## src/rtl/shift_reg_pkg.sv

```systemverilog
// Shared definitions for the universal shift register: operation codes and
// burst-control FSM state encoding.
package shift_reg_pkg;

    localparam logic [2:0] MODE_HOLD = 3'b000;
    localparam logic [2:0] MODE_SHR  = 3'b001;
    localparam logic [2:0] MODE_SHL  = 3'b010;
    localparam logic [2:0] MODE_LOAD = 3'b011;
    localparam logic [2:0] MODE_ROR  = 3'b100;
    localparam logic [2:0] MODE_ROL  = 3'b101;
    localparam logic [2:0] MODE_ASR  = 3'b110;
    localparam logic [2:0] MODE_CLR  = 3'b111;

    typedef enum logic [0:0] {
        ST_IDLE = 1'b0,
        ST_RUN  = 1'b1
    } state_t;

endpackage

```

## src/rtl/shift_op_unit.sv

```systemverilog
// Combinational next-value function of the shift register for one operation.
module shift_op_unit
    import shift_reg_pkg::*;
#(
    parameter int WIDTH = 8
) (
    input  logic [WIDTH-1:0] q,
    input  logic [2:0]       mode,
    input  logic [WIDTH-1:0] d,
    input  logic             sin_r,
    input  logic             sin_l,
    output logic [WIDTH-1:0] q_next
);

    // Select the next register value for the requested operation
    always_comb begin
        q_next = q;
        case (mode)
            MODE_HOLD: q_next = q;
            MODE_SHR:  q_next = {sin_r, q[WIDTH-1:1]};
            MODE_SHL:  q_next = {q[WIDTH-2:0], sin_l};
            MODE_LOAD: q_next = d;
            MODE_ROR:  q_next = {q[0], q[WIDTH-1:1]};
            MODE_ROL:  q_next = {q[WIDTH-2:0], q[WIDTH-1]};
            MODE_ASR:  q_next = {q[WIDTH-1], q[WIDTH-1:1]};
            MODE_CLR:  q_next = {WIDTH{1'b0}};
            default:   q_next = q;
        endcase
    end

endmodule

```

## src/rtl/univ_shift_reg.sv

```systemverilog
// Universal shift register with single-step operation and counted bursts
// under a start/busy/done handshake.
module univ_shift_reg
    import shift_reg_pkg::*;
#(
    parameter int WIDTH = 8,
    parameter int CNT_W = 4
) (
    input  logic             clk,
    input  logic             reset,
    input  logic             enable,
    input  logic [2:0]       mode,
    input  logic             start,
    input  logic [CNT_W-1:0] count,
    input  logic [WIDTH-1:0] d,
    input  logic             sin_r,
    input  logic             sin_l,
    output logic [WIDTH-1:0] q,
    output logic             sout_r,
    output logic             sout_l,
    output logic             busy,
    output logic             done
);

    localparam logic [CNT_W-1:0] REM_ZERO = {CNT_W{1'b0}};
    localparam logic [CNT_W-1:0] REM_ONE  = {{(CNT_W-1){1'b0}}, 1'b1};

    state_t           state_r;
    state_t           next_state_s;
    logic [WIDTH-1:0] q_r;
    logic [WIDTH-1:0] q_next_s;
    logic [2:0]       op_r;
    logic [2:0]       op_sel_s;
    logic [CNT_W-1:0] rem_r;
    logic             latch_s;
    logic             done_next_s;
    logic             busy_r;
    logic             done_r;

    // Non-operating edges select HOLD, so the register always takes q_next_s
    shift_op_unit #(.WIDTH(WIDTH)) u_op (
        .q      (q_r),
        .mode   (op_sel_s),
        .d      (d),
        .sin_r  (sin_r),
        .sin_l  (sin_l),
        .q_next (q_next_s)
    );

    // State register plus datapath, counter and handshake flops
    always_ff @(posedge clk) begin
        if (reset) begin
            state_r <= ST_IDLE;
            q_r     <= {WIDTH{1'b0}};
            op_r    <= MODE_HOLD;
            rem_r   <= REM_ZERO;
            busy_r  <= 1'b0;
            done_r  <= 1'b0;
        end else begin
            state_r <= next_state_s;
            q_r     <= q_next_s;
            busy_r  <= (next_state_s == ST_RUN);
            done_r  <= done_next_s;
            if (latch_s) begin
                op_r  <= mode;
                rem_r <= count;
            end else if (state_r == ST_RUN && enable) begin
                rem_r <= rem_r - REM_ONE;
            end else begin
                rem_r <= rem_r;
            end
        end
    end

    // Next-state logic for the burst controller
    always_comb begin
        next_state_s = state_r;
        case (state_r)
            ST_IDLE: begin
                if (enable && start && count != REM_ZERO) begin
                    next_state_s = ST_RUN;
                end else begin
                    next_state_s = ST_IDLE;
                end
            end
            ST_RUN: begin
                if (enable && rem_r == REM_ONE) begin
                    next_state_s = ST_IDLE;
                end else begin
                    next_state_s = ST_RUN;
                end
            end
            default: next_state_s = ST_IDLE;
        endcase
    end

    // Per-state operation select, burst latch and completion strobe
    always_comb begin
        op_sel_s    = MODE_HOLD;
        latch_s     = 1'b0;
        done_next_s = 1'b0;
        case (state_r)
            ST_IDLE: begin
                if (enable && start) begin
                    if (count == REM_ZERO) begin
                        done_next_s = 1'b1;
                    end else begin
                        latch_s = 1'b1;
                    end
                end else if (enable) begin
                    op_sel_s = mode;
                end else begin
                    op_sel_s = MODE_HOLD;
                end
            end
            ST_RUN: begin
                if (enable) begin
                    op_sel_s    = op_r;
                    done_next_s = (rem_r == REM_ONE);
                end else begin
                    op_sel_s = MODE_HOLD;
                end
            end
            default: op_sel_s = MODE_HOLD;
        endcase
    end

    assign q      = q_r;
    assign sout_r = q_r[0];
    assign sout_l = q_r[WIDTH-1];
    assign busy   = busy_r;
    assign done   = done_r;

endmodule

```

## config.mk

```make
export PLATFORM = sky130hd
export DESIGN_NAME = univ_shift_reg
export DESIGN_NICKNAME = d
export VERILOG_FILES = /design/src/rtl/shift_reg_pkg.sv /design/src/rtl/shift_op_unit.sv /design/src/rtl/univ_shift_reg.sv
export SDC_FILE = /design/constraint.sdc
export NUM_CORES = 1
export LEC_CHECK = 0
export ABC_AREA = 0
export CORE_ASPECT_RATIO = 0.9
export CORE_MARGIN = 1
export CORE_UTILIZATION = 35
export DETAILED_ROUTE_END_ITERATION = 8
export PLACE_DENSITY = 0.67
export REMOVE_ABC_BUFFERS = 1
export SETUP_SLACK_MARGIN = 0.4
export SLEW_MARGIN = 5
export SYNTH_ARGS = -nofsm -noshare
export SYNTH_HDL_FRONTEND = slang
export SYNTH_SLANG_ARGS = --single-unit
```

## constraint.sdc

```tcl
create_clock -name clk -period 3.8 [get_ports clk]
set_input_delay 1.14 -clock clk [delete_from_list [all_inputs] [get_ports clk]]
set_output_delay 1.14 -clock clk [all_outputs]
set_load 0.01 [all_outputs]
```

==> summary.txt <==
==================================================================================
Area grow syn2layout ................................................        30.3%
Syn. warnings .......................................................            0
Via density per instance ............................................         5.47
Y dimension of the die ..............................................      55.8 um
Synthesized area divided by synthesized cell count ..................     7.92 um2
# hold bufs at CTS ..................................................            0
Family of cells with the greatest summed delay on the critical path . compound AO/OA/AOI/OAI gates
Final min period ....................................................      2.98 ns
Total clock sinks ...................................................           17
Critical path class .................................................       in2reg
Detailed-routing iteration count for the pre-antenna-repair pass ....            4
DRT Wirelength ......................................................      2930 um
CTS Buf Count .......................................................            3
Via total after detailed routing ....................................         1149
Worst R2R Setup Slack ...............................................      1.66 ns
Headroom to the max-slew limit ......................................        0.584
Leakage power summed over all cells .................................  0.000546 uW
Worst path max stage delay ..........................................      0.75 ns
Critical Path Fanout Max ............................................           15
Required time at the endpoint of the critical path ..................      3.98 ns
Clock Path Buffers ..................................................            2
Share of layout cells above drive strength 1 ........................       0.0833
Residual DRC count ..................................................            0
Routed length per placed instance ...................................      13.9 um
# diodes ............................................................            0
Run status .......................................................... complete, no violations
Cell area after layout ..............................................     1470 um2
Slowest cell on crit path ........................................... clkdlybuf4s50_1
Switching portion of total power ....................................        0.312
Worst setup EP type .................................................         flop
Net count of the finished layout ....................................          192
Final sum of negative setup slack ...................................         0 ns
Filler cell count in the final layout ...............................          298
Antenna Violating Nets Remaining ....................................            0
Number of buffers inserted by port buffering ........................           32
Worst min-delay path class ..........................................      reg2reg
Total GRT Usage .....................................................        0.183
Pin count of the biggest net entering global routing ................           23
Async set-reset flop share out of synthesis .........................            0
Synthesis-stage register bit count ..................................           17
CTS resizes .........................................................            0
Master cell of the clock root buffer ................................     clkbuf_4
Cell area after synthesis ...........................................     1120 um2
Hold Violations, Final ..............................................            0
Core ar. ............................................................     3070 um2
Htree depth .........................................................            1
DP HPWL .............................................................      2160 um
Initial antenna violation count .....................................            0
Overall overflow remaining after global route .......................            0
Standard cell area after detailed placement .........................     1440 um2
Starting DRT DRC Count ..............................................           42
Wire length of the first global-routing pass ........................      4830 um
Arrival time worst endpoint .........................................      3.16 ns
Max-cap violation count .............................................            0
Fraction of the yosys area taken by sequential cells ................        0.303
CTS tree ............................................................          yes
Effective utilization at floorplan ..................................        0.367
Skew final ..........................................................  0.000672 ns
Worst IR Drop VDD ...................................................     0.194 mV
Total power .........................................................       451 uW
Fraction of the cycle the final worst path needs ....................        0.785
Post-Syn Instances ..................................................          142
Critical path buffers and inverters .................................            1
CP cell instances ................................................... clkdlybuf4s50_1 -> nand4bb_1 -> a22oi_1 -> a31oi_4 -> o221ai_1 -> a21oi_1
Area of the die .....................................................     3440 um2
Clock slew seen by the registers of the worst setup and hold paths ..      0.10 ns
Critical path startpoint category ................................... primary input
Cell Rows ...........................................................           19
Total setup buffers inserted after CTS ..............................            0
Finish-stage setup viols ............................................            0
Unrepaired setup endpoints after global routing .....................           no
Net switching power .................................................       141 uW
Count of pins over their slew limit .................................            0
Sequential share of power ...........................................        0.478
Slew @ Worst Pin ....................................................     0.623 ns
Internal power ......................................................       310 uW
Last weighted congestion value of the routability-driven placer .....        0.828
Clock network latency to the later pin of the worst-skew pair .......      0.29 ns
Portion of total power attributed to the clock network ..............        0.222
Relative contribution of combinational cells to total power .........        0.300
Number of enable-type register cells in the synthesized netlist .....            0
Timing-limited maximum frequency ....................................      335 MHz
Total I/O pin count .................................................           33
Width of the chip ...................................................      61.8 um
Most used flip-flop cell after synthesis ............................      dfxtp_1
Count of different cell masters after synthesis .....................           44
Cell area power density .............................................   308 nW/um2
Vias in the first global route ......................................         1083
==================================================================================
[worst register-to-register path: stages, from the launching register on]
cell and delay (ns):
dfxtp_1 0.73, nand4bb_1 0.43, and2_1 0.26, nand3_1 0.25, o221ai_1 0.29, a21oi_1 0.06
[stage by stage]
stage	util	instances	hold slack, ns	worst slack, ns
after global routing	0.478	210	0.496	0.629
after floorplan	-	132	0.436	1.49
after detailed placement	0.469	206	0.461	0.502
after CTS	0.478	210	0.476	0.829
after global placement	0.469	206	0.461	0.560
final	0.478	210	0.474	0.818
[cells by family (layout without fill, tap and decap cells)]
| group | Yosys count | count (layout) | synth area share |
|---|---|---|---|
| AO/OA/AOI/OAI | 52 | 52 | 0.328 |
| AND/OR/NAND/NOR | 49 | 49 | 0.236 |
| buffers and inverters | 19 | 45 | 0.0823 |
| flip-flops | 17 | 17 | 0.303 |
| adder cells (fa/ha/maj) | 2 | 2 | 0.0222 |
| XOR/XNOR | 2 | 2 | 0.0156 |
| multiplexers | 1 | 1 | 0.0133 |
[registers in the layout (all words and copies together) (netlist names)]
register,cells
q,8
op_r,3
rem_r,4
busy,1
done,1
[cell usage in the layout, fill, tap and decap left out, types with 2 or more instances in the layout]
cell / count
nand3_1: 11
nor2_1: 8
o31ai_1: 2
ha_1: 2
o21bai_1: 3
a21oi_1: 20
dfxtp_1: 17
o21ai_0: 3
o221a_2: 3
o221ai_1: 6
clkdlybuf4s50_1: 32
o21ai_1: 3
inv_1: 9
and2_1: 2
nand2_1: 15
nor3_1: 2
clkbuf_4: 3
a21o_1: 2
[synthesized netlist by cell type (2+ instances only)]
master     n  area, um2
nand2_1   15       56.3
a21o_1     2       15.0
nand3_1   11       55.1
dfxtp_1   17        340
ha_1       2       25.0
o21ai_0    3       15.0
clkbuf_1   4       15.0
o221ai_1   6       52.6
nor2_1     8       30.0
o31ai_1    2       15.0
nor3_1     2       10.0
o21bai_1   3       22.5
buf_4      3       22.5
a21oi_1   20        100
and2_1     2       12.5
inv_1      9       33.8
o21ai_1    3       15.0
buf_2      2       10.0
o221a_2    3       33.8
[power groups by stage]
stage	Sequential (uW)	Combinational [uW]	Clock [uW]
after global routing	218	150	111
after global placement	218	133	0
after detailed placement	219	135	0
after CTS	215	136	104
after floorplan	220	65.1	0
final	215	135	99.9
[layer usage]
| metal | global-route usage | wire, um |
|---|---|---|
| met1 | 0.249 | 1320 |
| met2 | 0.293 | 1420 |
| met3 | 0.0488 | 189 |
| met4 | 0.0286 | 0 |
| met5 | 0 | 0 |
[layout make-up]
cell class | count | area, um2 | share of cell area
multi-input cells | 106 | 692 | 0.472
flip-flops and latches | 17 | 340 | 0.232
inverters | 9 | 33.8 | 0.0231
repair buffers | 32 | 320 | 0.219
clock buffers | 4 | 26.3 | 0.0179
well taps | 42 | 52.6 | 0.0359
[path summary, 6_finish.rpt]
path | start | endpoint | cells after the start
max reg2reg | busy | q[1] | 5
min reg2reg | op_r[0] | op_r[0] | 2
max | enable | q[1] | 6
min | op_r[0] | op_r[0] | 2
No activity file was read; power rests on OpenSTA's default activity.
